--- src/rtl/stopwatch_core_pkg.sv ---
// Shared stopwatch types: FSM state encoding, field width and the field limit.
package stopwatch_core_pkg;

   localparam int unsigned FIELD_W = 8;

   typedef logic [FIELD_W-1:0] field_t;

   localparam field_t MAX_FIELD = field_t'(59);

   typedef enum logic [1:0] {
      StIdle,
      StRun,
      StPause,
      StAdj
   } sw_state_e;

   // Saturating compare keeps the field inside 0..MAX_FIELD even from a corrupt value.
   function automatic field_t inc_wrap(input field_t f);
      return (f >= MAX_FIELD) ? '0 : f + field_t'(1);
   endfunction

endpackage

--- src/rtl/btn_debounce.sv ---
// Two-flop synchronizer, stability-count debouncer and registered rising-edge pulse
// for one raw pushbutton or switch.
module btn_debounce #(
   parameter int unsigned DEBOUNCE_CYCLES = 1_000_000
) (
   input  logic clk,
   input  logic rst_n,
   input  logic raw_i,
   output logic level_o,
   output logic rise_o
);

   localparam int unsigned CntW = $clog2(DEBOUNCE_CYCLES + 1);
   localparam logic [CntW-1:0] CntLast = CntW'(DEBOUNCE_CYCLES - 1);

   logic            sync1_q, sync2_q, samp_q;
   logic [1:0]      vld_q;
   logic [CntW-1:0] cnt_q, cnt_d;
   logic            level_q, level_d;
   logic            armed_q, armed_d;
   logic            prev_q, rise_q;
   logic            pending, restart, hit;

   // Until a stable low has been seen the input is not armed: a button held through
   // reset debounces high silently and only pulses after a release and a new press.
   always_comb begin
      pending = (sync2_q != level_q) | (~armed_q & ~sync2_q & vld_q[1]);
      restart = ~armed_q & (sync2_q != samp_q);
      hit     = restart ? (DEBOUNCE_CYCLES == 1) : (cnt_q == CntLast);
      level_d = level_q;
      armed_d = armed_q;
      cnt_d   = '0;
      if (pending) begin
         if (hit) begin
            level_d = sync2_q;
            armed_d = armed_q | ~sync2_q;
         end else if (restart) begin
            cnt_d = CntW'(1);
         end else begin
            cnt_d = cnt_q + 1'b1;
         end
      end
   end

   always_ff @(posedge clk or negedge rst_n) begin
      if (!rst_n) begin
         sync1_q <= 1'b0;
         sync2_q <= 1'b0;
         samp_q  <= 1'b0;
         vld_q   <= '0;
         cnt_q   <= '0;
         level_q <= 1'b0;
         armed_q <= 1'b0;
         prev_q  <= 1'b0;
         rise_q  <= 1'b0;
      end else begin
         sync1_q <= raw_i;
         sync2_q <= sync1_q;
         samp_q  <= sync2_q;
         vld_q   <= {vld_q[0], 1'b1};
         cnt_q   <= cnt_d;
         level_q <= level_d;
         armed_q <= armed_d;
         prev_q  <= level_q;
         rise_q  <= level_q & ~prev_q & armed_q;
      end
   end

   assign level_o = level_q;
   assign rise_o  = rise_q;

endmodule

--- src/rtl/stopwatch_core.sv ---
// MM:SS stopwatch: debounced controls, IDLE/RUN/PAUSE FSM and wrapping counters.
// Define STOPWATCH_ADJUST_EN to build the ADJ state driven by sw_adj, sw_sel and tick_2hz.
module stopwatch_core
   import stopwatch_core_pkg::*;
#(
   parameter int unsigned DEBOUNCE_CYCLES = 1_000_000
) (
   input  logic               clk,
   input  logic               rst_n,
   input  logic               tick_1hz,
   input  logic               tick_2hz,
   input  logic               btn_pause,
   input  logic               btn_clear,
   input  logic               sw_adj,
   input  logic               sw_sel,
   output logic [FIELD_W-1:0] minutes,
   output logic [FIELD_W-1:0] seconds,
   output logic               running
);

   sw_state_e state_q;
   field_t    min_q, sec_q;
   logic      run_q;
   logic      press_pause, press_clear;
   logic      pause_lvl, clear_lvl;
   logic      unused_lvl;

   btn_debounce #(.DEBOUNCE_CYCLES(DEBOUNCE_CYCLES)) u_pause (
      .clk    (clk),
      .rst_n  (rst_n),
      .raw_i  (btn_pause),
      .level_o(pause_lvl),
      .rise_o (press_pause)
   );

   btn_debounce #(.DEBOUNCE_CYCLES(DEBOUNCE_CYCLES)) u_clear (
      .clk    (clk),
      .rst_n  (rst_n),
      .raw_i  (btn_clear),
      .level_o(clear_lvl),
      .rise_o (press_clear)
   );

   assign unused_lvl = pause_lvl ^ clear_lvl;

`ifdef STOPWATCH_ADJUST_EN
   logic adj_lvl, sel_lvl, adj_rise, sel_rise;
   logic unused_rise;

   btn_debounce #(.DEBOUNCE_CYCLES(DEBOUNCE_CYCLES)) u_adj (
      .clk    (clk),
      .rst_n  (rst_n),
      .raw_i  (sw_adj),
      .level_o(adj_lvl),
      .rise_o (adj_rise)
   );

   btn_debounce #(.DEBOUNCE_CYCLES(DEBOUNCE_CYCLES)) u_sel (
      .clk    (clk),
      .rst_n  (rst_n),
      .raw_i  (sw_sel),
      .level_o(sel_lvl),
      .rise_o (sel_rise)
   );

   assign unused_rise = adj_rise ^ sel_rise;
`else
   logic unused_adj;
   assign unused_adj = tick_2hz ^ sw_adj ^ sw_sel;
`endif

   always_ff @(posedge clk or negedge rst_n) begin
      if (!rst_n) begin
         state_q <= StIdle;
         min_q   <= '0;
         sec_q   <= '0;
         run_q   <= 1'b0;
      end else if (press_clear) begin
         state_q <= StIdle;
         min_q   <= '0;
         sec_q   <= '0;
         run_q   <= 1'b0;
      end else begin
         unique case (state_q)
            StIdle, StPause: begin
               if (press_pause) begin
                  state_q <= StRun;
                  run_q   <= 1'b1;
               end
`ifdef STOPWATCH_ADJUST_EN
               else if (adj_lvl) begin
                  state_q <= StAdj;
               end
`endif
            end
            StRun: begin
               // The tick is applied even when a pause press lands in the same cycle.
               if (tick_1hz) begin
                  sec_q <= inc_wrap(sec_q);
                  if (sec_q == MAX_FIELD) min_q <= inc_wrap(min_q);
               end
               if (press_pause) begin
                  state_q <= StPause;
                  run_q   <= 1'b0;
               end
            end
`ifdef STOPWATCH_ADJUST_EN
            StAdj: begin
               if (tick_2hz) begin
                  if (sel_lvl) sec_q <= inc_wrap(sec_q);
                  else         min_q <= inc_wrap(min_q);
               end
               if (!adj_lvl) state_q <= StPause;
            end
`endif
            default: begin
               state_q <= StIdle;
               run_q   <= 1'b0;
            end
         endcase
      end
   end

   assign minutes = min_q;
   assign seconds = sec_q;
   assign running = run_q;

endmodule

--- config.mk ---
export PLATFORM = sky130hd
export DESIGN_NAME = stopwatch_core
export DESIGN_NICKNAME = d
export VERILOG_FILES = /design/src/rtl/stopwatch_core_pkg.sv /design/src/rtl/btn_debounce.sv /design/src/rtl/stopwatch_core.sv
export SDC_FILE = /design/constraint.sdc
export NUM_CORES = 1
export LEC_CHECK = 0
export ABC_AREA = 1
export CAP_MARGIN = 5
export CORE_ASPECT_RATIO = 1.2
export CORE_MARGIN = 2
export CORE_UTILIZATION = 52
export CTS_CLUSTER_SIZE = 40
export DETAILED_ROUTE_END_ITERATION = 8
export MAX_ROUTING_LAYER = met4
export PLACE_DENSITY = 0.71
export RECOVER_POWER = 100
export SYNTH_ARGS = -nofsm -noshare
export SYNTH_HDL_FRONTEND = slang
export SYNTH_SLANG_ARGS = --single-unit
--- constraint.sdc ---
create_clock -name clk -period 2.85 [get_ports clk]
set_clock_uncertainty 0.15 [all_clocks]
set_input_delay 0.285 -clock clk [delete_from_list [all_inputs] [get_ports clk]]
set_output_delay 0.285 -clock clk [all_outputs]
set_load 0.005 [all_outputs]
==> metrics.txt, run 1 <==
# TYPE chip_impl_metric gauge
chip_impl_metric{name="power_frac_clock",unit=""} 0.423
chip_impl_metric{name="drive_above_1_share",unit=""} 0.0549
chip_impl_info{name="critPathCaptureType",value="register"} 1
chip_impl_metric{name="post_cts.resized_instances",unit=""} 0
chip_impl_metric{name="drc",unit=""} 0
chip_impl_info{name="startpoint_type",value="register"} 1
chip_impl_metric{name="ys_ff_latch",unit=""} 74
chip_impl_metric{name="design_area",unit="um2"} 4400
chip_impl_metric{name="path_clk_slew",unit="ns"} 0.08
chip_impl_metric{name="floorplan.core_area",unit="um2"} 7270
chip_impl_metric{name="ir_drop",unit="mV"} 0.322
chip_impl_metric{name="syn-cell-area",unit="um2"} 3930
chip_impl_info{name="synth-main-ff-cell",value="sky130_fd_sc_hd__dfrtp_1"} 1
chip_impl_metric{name="timing.critical_path.arrival",unit="ns"} 2.32
chip_impl_metric{name="grt_first_pass_wirelength",unit="um"} 14300
chip_impl_metric{name="clock_path_buffers",unit=""} 2
chip_impl_metric{name="postLayoutCoreUtil",unit=""} 0.605
chip_impl_metric{name="critical_path.max_fanout",unit=""} 13
chip_impl_metric{name="intPower",unit="uW"} 1520
chip_impl_metric{name="timing.setup.tns",unit="ns"} 0
chip_impl_metric{name="power_switching",unit="uW"} 480
chip_impl_metric{name="total_global_routing_overflow",unit=""} 0
chip_impl_metric{name="routabilityCongestion",unit=""} 0.922
chip_impl_metric{name="worstHoldPathCells",unit=""} 0
chip_impl_metric{name="initial_antenna_violation_count",unit=""} 0
chip_impl_metric{name="floorplan.die.height",unit="um"} 99.3
chip_impl_metric{name="postRouteAntennaNets",unit=""} 0
chip_impl_metric{name="numPortBuffers",unit=""} 21
chip_impl_metric{name="final.period_utilization",unit=""} 0.773
chip_impl_metric{name="ports_placed_on_the_boundary",unit=""} 25
chip_impl_metric{name="globalRouteTotalUtil",unit=""} 0.218
chip_impl_metric{name="dpl_cell_area",unit="um2"} 4240
chip_impl_metric{name="drt-vias-per-instance",unit=""} 4.98
chip_impl_metric{name="power_density",unit="nW/um2"} 454
chip_impl_metric{name="synthCells",unit=""} 529
chip_impl_metric{name="yosysTopAreaCellShare",unit=""} 0.471
chip_impl_metric{name="number_of_synthesized_flops_with_an_enable_pin",unit=""} 0
chip_impl_metric{name="timing_worst_slew_pin_value",unit="ns"} 0.926
chip_impl_metric{name="hpwl",unit="um"} 5810
chip_impl_metric{name="number_of_global_route_vias_before_repair",unit=""} 3258
chip_impl_metric{name="detail_route.wirelength",unit="um"} 7920
chip_impl_info{name="result_of_the_run",value="complete, no violations"} 1
chip_impl_metric{name="fin_crit",unit="ns"} 2.20
chip_impl_metric{name="start_util",unit=""} 0.541
chip_impl_metric{name="fmaxAchievable",unit="MHz"} 454
chip_impl_metric{name="max-slew-margin-rel",unit=""} 0.383
chip_impl_metric{name="cts_htree_levels",unit=""} 3
chip_impl_info{name="hold_end",value="u_pause.sync2_q"} 1
chip_impl_info{name="startpoint_of_the_lowest_slack_register_to_register_path",value="u_clear.armed_q"} 1
chip_impl_metric{name="power_frac_comb",unit=""} 0.040
chip_impl_metric{name="detailroute.via_count",unit=""} 3263
chip_impl_info{name="r2r_end",value="u_clear.cnt_q[6]"} 1
chip_impl_metric{name="nNetsFinal",unit=""} 572
chip_impl_metric{name="clkLatencyLatePin",unit="ns"} 0.35
chip_impl_metric{name="hold_viol",unit=""} 0
chip_impl_info{name="worstSetupPathType",value="reg -> reg"} 1
chip_impl_metric{name="core.rowCount",unit=""} 34
chip_impl_metric{name="drt-initial-drc-count",unit=""} 146
chip_impl_metric{name="die-area",unit="um2"} 8280
chip_impl_metric{name="tritoncts.num_buffers",unit=""} 9
chip_impl_info{name="netlist.top_cell.by_area",value="sky130_fd_sc_hd__dfrtp_1"} 1
chip_impl_metric{name="synthesis.area_per_instance",unit="um2"} 7.44
chip_impl_metric{name="die-width",unit="um"} 83.4
chip_impl_metric{name="insertedDiodeCount",unit=""} 0
chip_impl_info{name="clock_tree.root_cell",value="sky130_fd_sc_hd__clkbuf_8"} 1
chip_impl_metric{name="area_growth_syn_to_layout",unit="%"} 11.9
chip_impl_info{name="worst_hold_path_type",value="reg -> reg"} 1
chip_impl_info{name="netlist_top_cells_area",value="sky130_fd_sc_hd__dfrtp_1 (47%), sky130_fd_sc_hd__nand2_1 (12%), sky130_fd_sc_hd__nor2_1 (10%)"} 1
chip_impl_metric{name="netlist-cell-type-count",unit=""} 31
chip_impl_metric{name="rrSetupSlack",unit="ns"} 0.65
chip_impl_metric{name="drt-wirelength-per-cell",unit="um"} 12.1
chip_impl_metric{name="synth_async_sr_flop_share",unit=""} 1.00
chip_impl_metric{name="synth_fp_nets",unit=""} 541
chip_impl_metric{name="hold_ws",unit="ns"} 0.210
chip_impl_metric{name="detailedRoute.firstPassIterationCount",unit=""} 4
chip_impl_metric{name="final-max-slew-violation-count",unit=""} 0
chip_impl_metric{name="net_switching_fraction_of_the_power",unit=""} 0.240
chip_impl_metric{name="maximum_number_of_pins_on_one_net_before_global_route_repair",unit=""} 75
chip_impl_metric{name="maxCapViolations",unit=""} 0
chip_impl_metric{name="r2r_cells",unit=""} 7
chip_impl_info{name="setup_repair_after_global_routing_missed_its_margin",value="no"} 1
chip_impl_metric{name="number_of_sinks_handled_by_clock_tree_synthesis",unit=""} 74
chip_impl_metric{name="yosysWarnings",unit=""} 0
chip_impl_metric{name="leakagePower",unit="uW"} 0.00214
chip_impl_metric{name="setup_viol",unit=""} 0
chip_impl_metric{name="seq_area_frac_synth",unit=""} 0.471
chip_impl_metric{name="seq_power_share",unit=""} 0.538
chip_impl_metric{name="critPathRequiredTime",unit="ns"} 2.97
chip_impl_info{name="hold_path_startpoint",value="u_pause.sync1_q"} 1
chip_impl_info{name="cts_tree",value="done"} 1
power by group through the flow:
stage	Clock [uW]	Sequential (uW)	Combinational, uW
detailed placement	0	1090	87.2
CTS	870	1070	88.5
finish	845	1070	78.9
floorplan	0	1090	52.4
global placement	0	1090	85.2
global route	915	1080	95.0
synth_stat cells (all sizes together), types with 2 or more instances:
cell type,n
xor2,10
inv,80
ha,4
nand3,50
nand2,134
xnor2,5
nor2,118
o21bai,2
nand4,11
dfrtp,74
buf,2
and3,2
o21ai,15
nor3,5
a21oi,8
and2,2
cells by family (layout without fill, tap and decap cells):
kind of cell             count (synthesis)  count (layout)  share of synthesized area
adder cells (fa/ha/maj)                  4               4                     0.0127
other                                    1               1                   0.000953
AO/OA/AOI/OAI                           28              28                     0.0394
XOR/XNOR                                15              15                     0.0334
flip-flops                              74              74                      0.471
buffers and inverters                   82             118                     0.0811
AND/OR/NAND/NOR                        325             325                      0.362
repair_timing:
action	4_1_cts	5_1_grt
hold endpoints to repair	74	0
hold buffers	1	0
buffers inserted	0	0
critical path, stage by stage (launching register included):
cell	delay, ns
sky130_fd_sc_hd__dfrtp_1	0.37
sky130_fd_sc_hd__inv_1	0.11
sky130_fd_sc_hd__nand2_1	0.07
sky130_fd_sc_hd__nand2_1	0.08
sky130_fd_sc_hd__nand2_1	0.12
sky130_fd_sc_hd__nor2_1	0.65
sky130_fd_sc_hd__nand2_1	0.38
sky130_fd_sc_hd__nor2_1	0.21
per-stage QoR:
step,power (uW),setup WS (ns),std cells
5_1_grt,2090,0.517,655
3_3_place_gp,1180,1.08,638
2_1_floorplan,1140,1.28,529
4_1_cts,2030,1.05,655
6_report,2000,0.648,655
3_5_place_dp,1180,1.03,638
how the worst max path moves through the flow:
stage / to / slack (ns) / start / depth (start not counted)
after floorplan: seconds[4] / 1.28 / seconds[0] / 7
after global placement: minutes[4] / 1.08 / tick_1hz / 8
after detailed placement: minutes[3] / 1.03 / tick_1hz / 8
after CTS: minutes[0] / 1.05 / minutes[0] / 1
after global routing: u_clear.cnt_q[6] / 0.52 / u_clear.armed_q / 7
final: u_clear.cnt_q[6] / 0.65 / u_clear.armed_q / 7
cell type report:
class	count	area [um2]
inverter	80	300
sequential	74	1850
clock inverter	5	62.6
fill	661	2870
timing repair buffer	22	218
multi-input combinational	373	1720
tap	90	113
clock buffer	11	141
cell usage in the layout, fill, tap and decap left out, types with 2 or more instances in the layout:
cell type and instances:
sky130_fd_sc_hd__nand3_1 50, sky130_fd_sc_hd__nor3_1 4, sky130_fd_sc_hd__dfrtp_1 74, sky130_fd_sc_hd__nor2_2 6
sky130_fd_sc_hd__dlygate4sd3_1 20, sky130_fd_sc_hd__nor2_1 110, sky130_fd_sc_hd__xnor2_1 5, sky130_fd_sc_hd__nand4_1 11
sky130_fd_sc_hd__inv_1 79, sky130_fd_sc_hd__o21bai_1 2, sky130_fd_sc_hd__clkinvlp_4 2, sky130_fd_sc_hd__xor2_1 10
sky130_fd_sc_hd__nand2_1 130, sky130_fd_sc_hd__nor2_4 2, sky130_fd_sc_hd__o21ai_0 15, sky130_fd_sc_hd__and3_1 2
sky130_fd_sc_hd__nand2_2 4, sky130_fd_sc_hd__a21oi_1 8, sky130_fd_sc_hd__clkbuf_8 10, sky130_fd_sc_hd__ha_1 4
sequential cells by signal, indices dropped and copies added, names as in the netlist:
| register | cells |
|---|---|
| u_pause.level_o | 1 |
| u_clear.armed_q | 1 |
| u_clear.level_o | 1 |
| u_pause.rise_o | 1 |
| u_clear.prev_q | 1 |
| u_pause.cnt_q | 20 |
| u_clear.cnt_q | 20 |
| u_pause.sync2_q | 1 |
| u_clear.sync1_q | 1 |
| u_clear.sync2_q | 1 |
| u_pause.prev_q | 1 |
| minutes | 8 |
| u_pause.sync1_q | 1 |
| u_clear.rise_o | 1 |
| u_pause.samp_q | 1 |
| state_q | 2 |
| u_clear.samp_q | 1 |
| seconds | 8 |
| u_clear.vld_q | 2 |
| u_pause.armed_q | 1 |
routing by layer:
layer | routed length [um] | track usage | vias up | part of all wire
met5 | 0 | - | - | 0
li1 | - | - | 1705 | -
met3 | 233 | 0.0373 | 12 | 0.029
met4 | 144 | 0.106 | 0 | 0.018
met2 | 3920 | 0.352 | 47 | 0.50
met1 | 3620 | 0.266 | 1499 | 0.46
Note: power is estimated with default switching activity, not from simulation.
==> run 2: changes to the inputs <==
--- a/config.mk
+++ b/config.mk
@@ -13,7 +13,7 @@
 export CTS_CLUSTER_SIZE = 40
 export DETAILED_ROUTE_END_ITERATION = 8
 export MAX_ROUTING_LAYER = met4
-export PLACE_DENSITY = 0.71
+export PLACE_DENSITY = 0.74
 export RECOVER_POWER = 100
 export SYNTH_ARGS = -nofsm -noshare
 export SYNTH_HDL_FRONTEND = slang
==> constraint.sdc (replaced) <==
create_clock -name clk -period 1.87 [get_ports clk]
set_clock_uncertainty 0.15 [all_clocks]
set_input_delay 0.187 -clock clk [delete_from_list [all_inputs] [get_ports clk]]
set_output_delay 0.187 -clock clk [all_outputs]
set_load 0.005 [all_outputs]
==> run 2 against run 1 <==
Compared with the run above: hold slack worse by 0.0022 ns; clock-buffer cell count is the same; die area unchanged; fmax rose by 26%; core utilization rose by 0.43 points; first-iteration DRC count fell by 19%; total power increased by 45%; combinational power rose by 65%; non-clock buffer count increased by 2; routed wire length grew 0.30%; cell area is 0.71% higher; global-route usage fell by 0.72 points; critical path type unchanged; largest power group unchanged.
==> metrics.txt, run 2 (same netlist as run 1, synthesis figures left out) <==
# TYPE chip_impl_metric gauge
chip_impl_info{name="result_of_the_run",value="complete, no violations"} 1
chip_impl_metric{name="number_of_sinks_handled_by_clock_tree_synthesis",unit=""} 74
chip_impl_metric{name="detail_route.wirelength",unit="um"} 7940
chip_impl_metric{name="worstHoldPathCells",unit=""} 0
chip_impl_metric{name="insertedDiodeCount",unit=""} 0
chip_impl_metric{name="path_clk_slew",unit="ns"} 0.08
chip_impl_metric{name="max-slew-margin-rel",unit=""} 0.448
chip_impl_info{name="startpoint_of_the_lowest_slack_register_to_register_path",value="u_clear.cnt_q[0]"} 1
chip_impl_info{name="top_regs",value="u_clear.cnt_q: 20 flops, u_pause.cnt_q: 20 flops"} 1
chip_impl_info{name="critPathCaptureType",value="register"} 1
chip_impl_metric{name="numPortBuffers",unit=""} 21
chip_impl_metric{name="cts_post_setup_buffers_inserted",unit=""} 0
chip_impl_metric{name="cts_htree_levels",unit=""} 3
chip_impl_metric{name="detailedRoute.firstPassIterationCount",unit=""} 4
chip_impl_metric{name="nFillCells",unit=""} 665
chip_impl_info{name="startpoint_type",value="register"} 1
chip_impl_metric{name="detailroute.via_count",unit=""} 3334
chip_impl_info{name="hold_end",value="u_clear.vld_q[1]"} 1
chip_impl_metric{name="r2r_cells",unit=""} 8
chip_impl_metric{name="ports_placed_on_the_boundary",unit=""} 25
chip_impl_metric{name="final-max-slew-violation-count",unit=""} 0
chip_impl_info{name="clock_tree.root_cell",value="sky130_fd_sc_hd__clkbuf_8"} 1
chip_impl_metric{name="drc",unit=""} 0
chip_impl_metric{name="number_of_global_route_vias_before_repair",unit=""} 3191
chip_impl_metric{name="initial_antenna_violation_count",unit=""} 0
chip_impl_metric{name="floorplan.die.height",unit="um"} 99.3
chip_impl_metric{name="clkLatencyLatePin",unit="ns"} 0.35
chip_impl_metric{name="globalRouteTotalUtil",unit=""} 0.210
chip_impl_metric{name="post_cts.resized_instances",unit=""} 0
chip_impl_metric{name="drt-wirelength-per-cell",unit="um"} 12.1
chip_impl_metric{name="routabilityCongestion",unit=""} 0.924
chip_impl_metric{name="final.period_utilization",unit=""} 0.935
chip_impl_metric{name="final-instance-count-excl-fill",unit=""} 657
chip_impl_info{name="r2r_end",value="u_clear.cnt_q[9]"} 1
chip_impl_metric{name="setup_viol",unit=""} 0
chip_impl_info{name="worst_hold_path_type",value="reg -> reg"} 1
chip_impl_info{name="final_common_cell",value="sky130_fd_sc_hd__nand2_1"} 1
chip_impl_metric{name="postRouteAntennaNets",unit=""} 0
chip_impl_metric{name="die-width",unit="um"} 83.4
chip_impl_metric{name="drt-initial-drc-count",unit=""} 118
chip_impl_metric{name="tritoncts.num_buffers",unit=""} 9
chip_impl_metric{name="postCtsHoldBufs",unit=""} 1
chip_impl_metric{name="rrSetupSlack",unit="ns"} 0.12
chip_impl_info{name="setup_repair_after_global_routing_missed_its_margin",value="no"} 1
chip_impl_info{name="hold_path_startpoint",value="u_clear.vld_q[0]"} 1
chip_impl_metric{name="critPathRequiredTime",unit="ns"} 1.96
chip_impl_metric{name="power_density",unit="nW/um2"} 651
chip_impl_metric{name="ir_drop",unit="mV"} 0.578
chip_impl_metric{name="hpwl",unit="um"} 5880
chip_impl_metric{name="core.rowCount",unit=""} 34
chip_impl_metric{name="leakagePower",unit="uW"} 0.00214
chip_impl_metric{name="fin_crit",unit="ns"} 1.75
chip_impl_metric{name="totalPowerFinal",unit="uW"} 2890
chip_impl_info{name="most-common-layout-cells",value="sky130_fd_sc_hd__nand2_1 (127), sky130_fd_sc_hd__nor2_1 (107), sky130_fd_sc_hd__inv_1 (78)"} 1
chip_impl_metric{name="placedCellCount",unit=""} 640
chip_impl_metric{name="fmaxAchievable",unit="MHz"} 572
chip_impl_info{name="cts_tree",value="done"} 1
chip_impl_metric{name="clock_path_buffers",unit=""} 2
chip_impl_metric{name="hold_viol",unit=""} 0
chip_impl_metric{name="timing_worst_slew_pin_value",unit="ns"} 0.827
chip_impl_metric{name="timing.setup.tns",unit="ns"} 0
chip_impl_metric{name="maxCapViolations",unit=""} 0
chip_impl_metric{name="drt-vias-per-instance",unit=""} 5.07
chip_impl_metric{name="critical_path.max_fanout",unit=""} 6
chip_impl_metric{name="grt_first_pass_wirelength",unit="um"} 13700
chip_impl_metric{name="maximum_number_of_pins_on_one_net_before_global_route_repair",unit=""} 43
chip_impl_metric{name="start_util",unit=""} 0.541
chip_impl_metric{name="floorplan.core_area",unit="um2"} 7270
chip_impl_metric{name="area_growth_syn_to_layout",unit="%"} 12.7
chip_impl_metric{name="total_global_routing_overflow",unit=""} 0
chip_impl_metric{name="drive_above_1_share",unit=""} 0.0741
chip_impl_metric{name="die-area",unit="um2"} 8280
chip_impl_info{name="worstSetupPathType",value="reg -> reg"} 1
chip_impl_metric{name="nNetsFinal",unit=""} 574
chip_impl_metric{name="timing.critical_path.arrival",unit="ns"} 1.83
## run 2: cell types whose count changed in the layout (fill, tap and decap cells not counted), sizes merged
cell and change:
clkbuf +1, buf +1, clkinv -1, clkinvlp +2, bufinv -1
## run 2: how the worst max path moves through the flow
stage                           startpoint                 to  cells past startpoint
after global placement          seconds[0]         seconds[4]                      7
after detailed placement  u_clear.cnt_q[0]   u_clear.cnt_q[9]                      8
after floorplan                 seconds[0]         seconds[4]                      7
after CTS                       seconds[0]         seconds[4]                      7
after global routing      u_clear.cnt_q[0]  u_clear.cnt_q[10]                      8
final                     u_clear.cnt_q[0]   u_clear.cnt_q[9]                      8
## run 2: area by class of cell
| type | count | area (um2) | share of cell area |
|---|---|---|---|
| Timing Repair Buffer | 24 | 234 | 0.0528 |
| Clock inverter | 5 | 38.8 | 0.00875 |
| Inverter | 80 | 300 | 0.0677 |
| Sequential cell | 74 | 1850 | 0.418 |
| Tap cell | 90 | 113 | 0.0254 |
| Multi-Input combinational cell | 373 | 1760 | 0.396 |
| Clock buffer | 11 | 141 | 0.0319 |
## run 2: worst max-delay path, stage by stage, from the launching register on
cell	delay, ns
sky130_fd_sc_hd__dfrtp_1	0.42
sky130_fd_sc_hd__ha_1	0.21
sky130_fd_sc_hd__nand2_2	0.08
sky130_fd_sc_hd__nor2_4	0.13
sky130_fd_sc_hd__nand3_2	0.16
sky130_fd_sc_hd__inv_2	0.13
sky130_fd_sc_hd__nand2_2	0.12
sky130_fd_sc_hd__nand2_2	0.16
sky130_fd_sc_hd__nor2_1	0.06
## run 2: routing by layer
layer,GRT usage,wire [um],vias to the layer above,part of all wire
met5,-,0,-,0
met4,0.103,217,0,0.027
met3,0.0257,204,23,0.026
met2,0.357,3950,48,0.50
met1,0.249,3570,1557,0.45
li1,-,-,1706,-
## run 2: per-stage QoR
step,utilization,hold slack (ns),area (um2),setup WS [ns]
6_report,0.610,0.207,4430,0.121
5_1_grt,0.610,0.216,4430,0.0259
4_1_cts,0.612,0.113,4450,0.142
3_5_place_dp,0.586,0.0119,4260,0.156
3_3_place_gp,0.586,0.0101,4260,0.207
2_1_floorplan,-,-0.259,3930,0.299
## run 2: power breakdown
part	switching [uW]	internal, uW	leakage [uW]
Combinational	92.9	37.2	0.00106
Clock	600	522	0.0000782
Sequential	16.6	1620	0.000998
Total	710	2180	0.00214
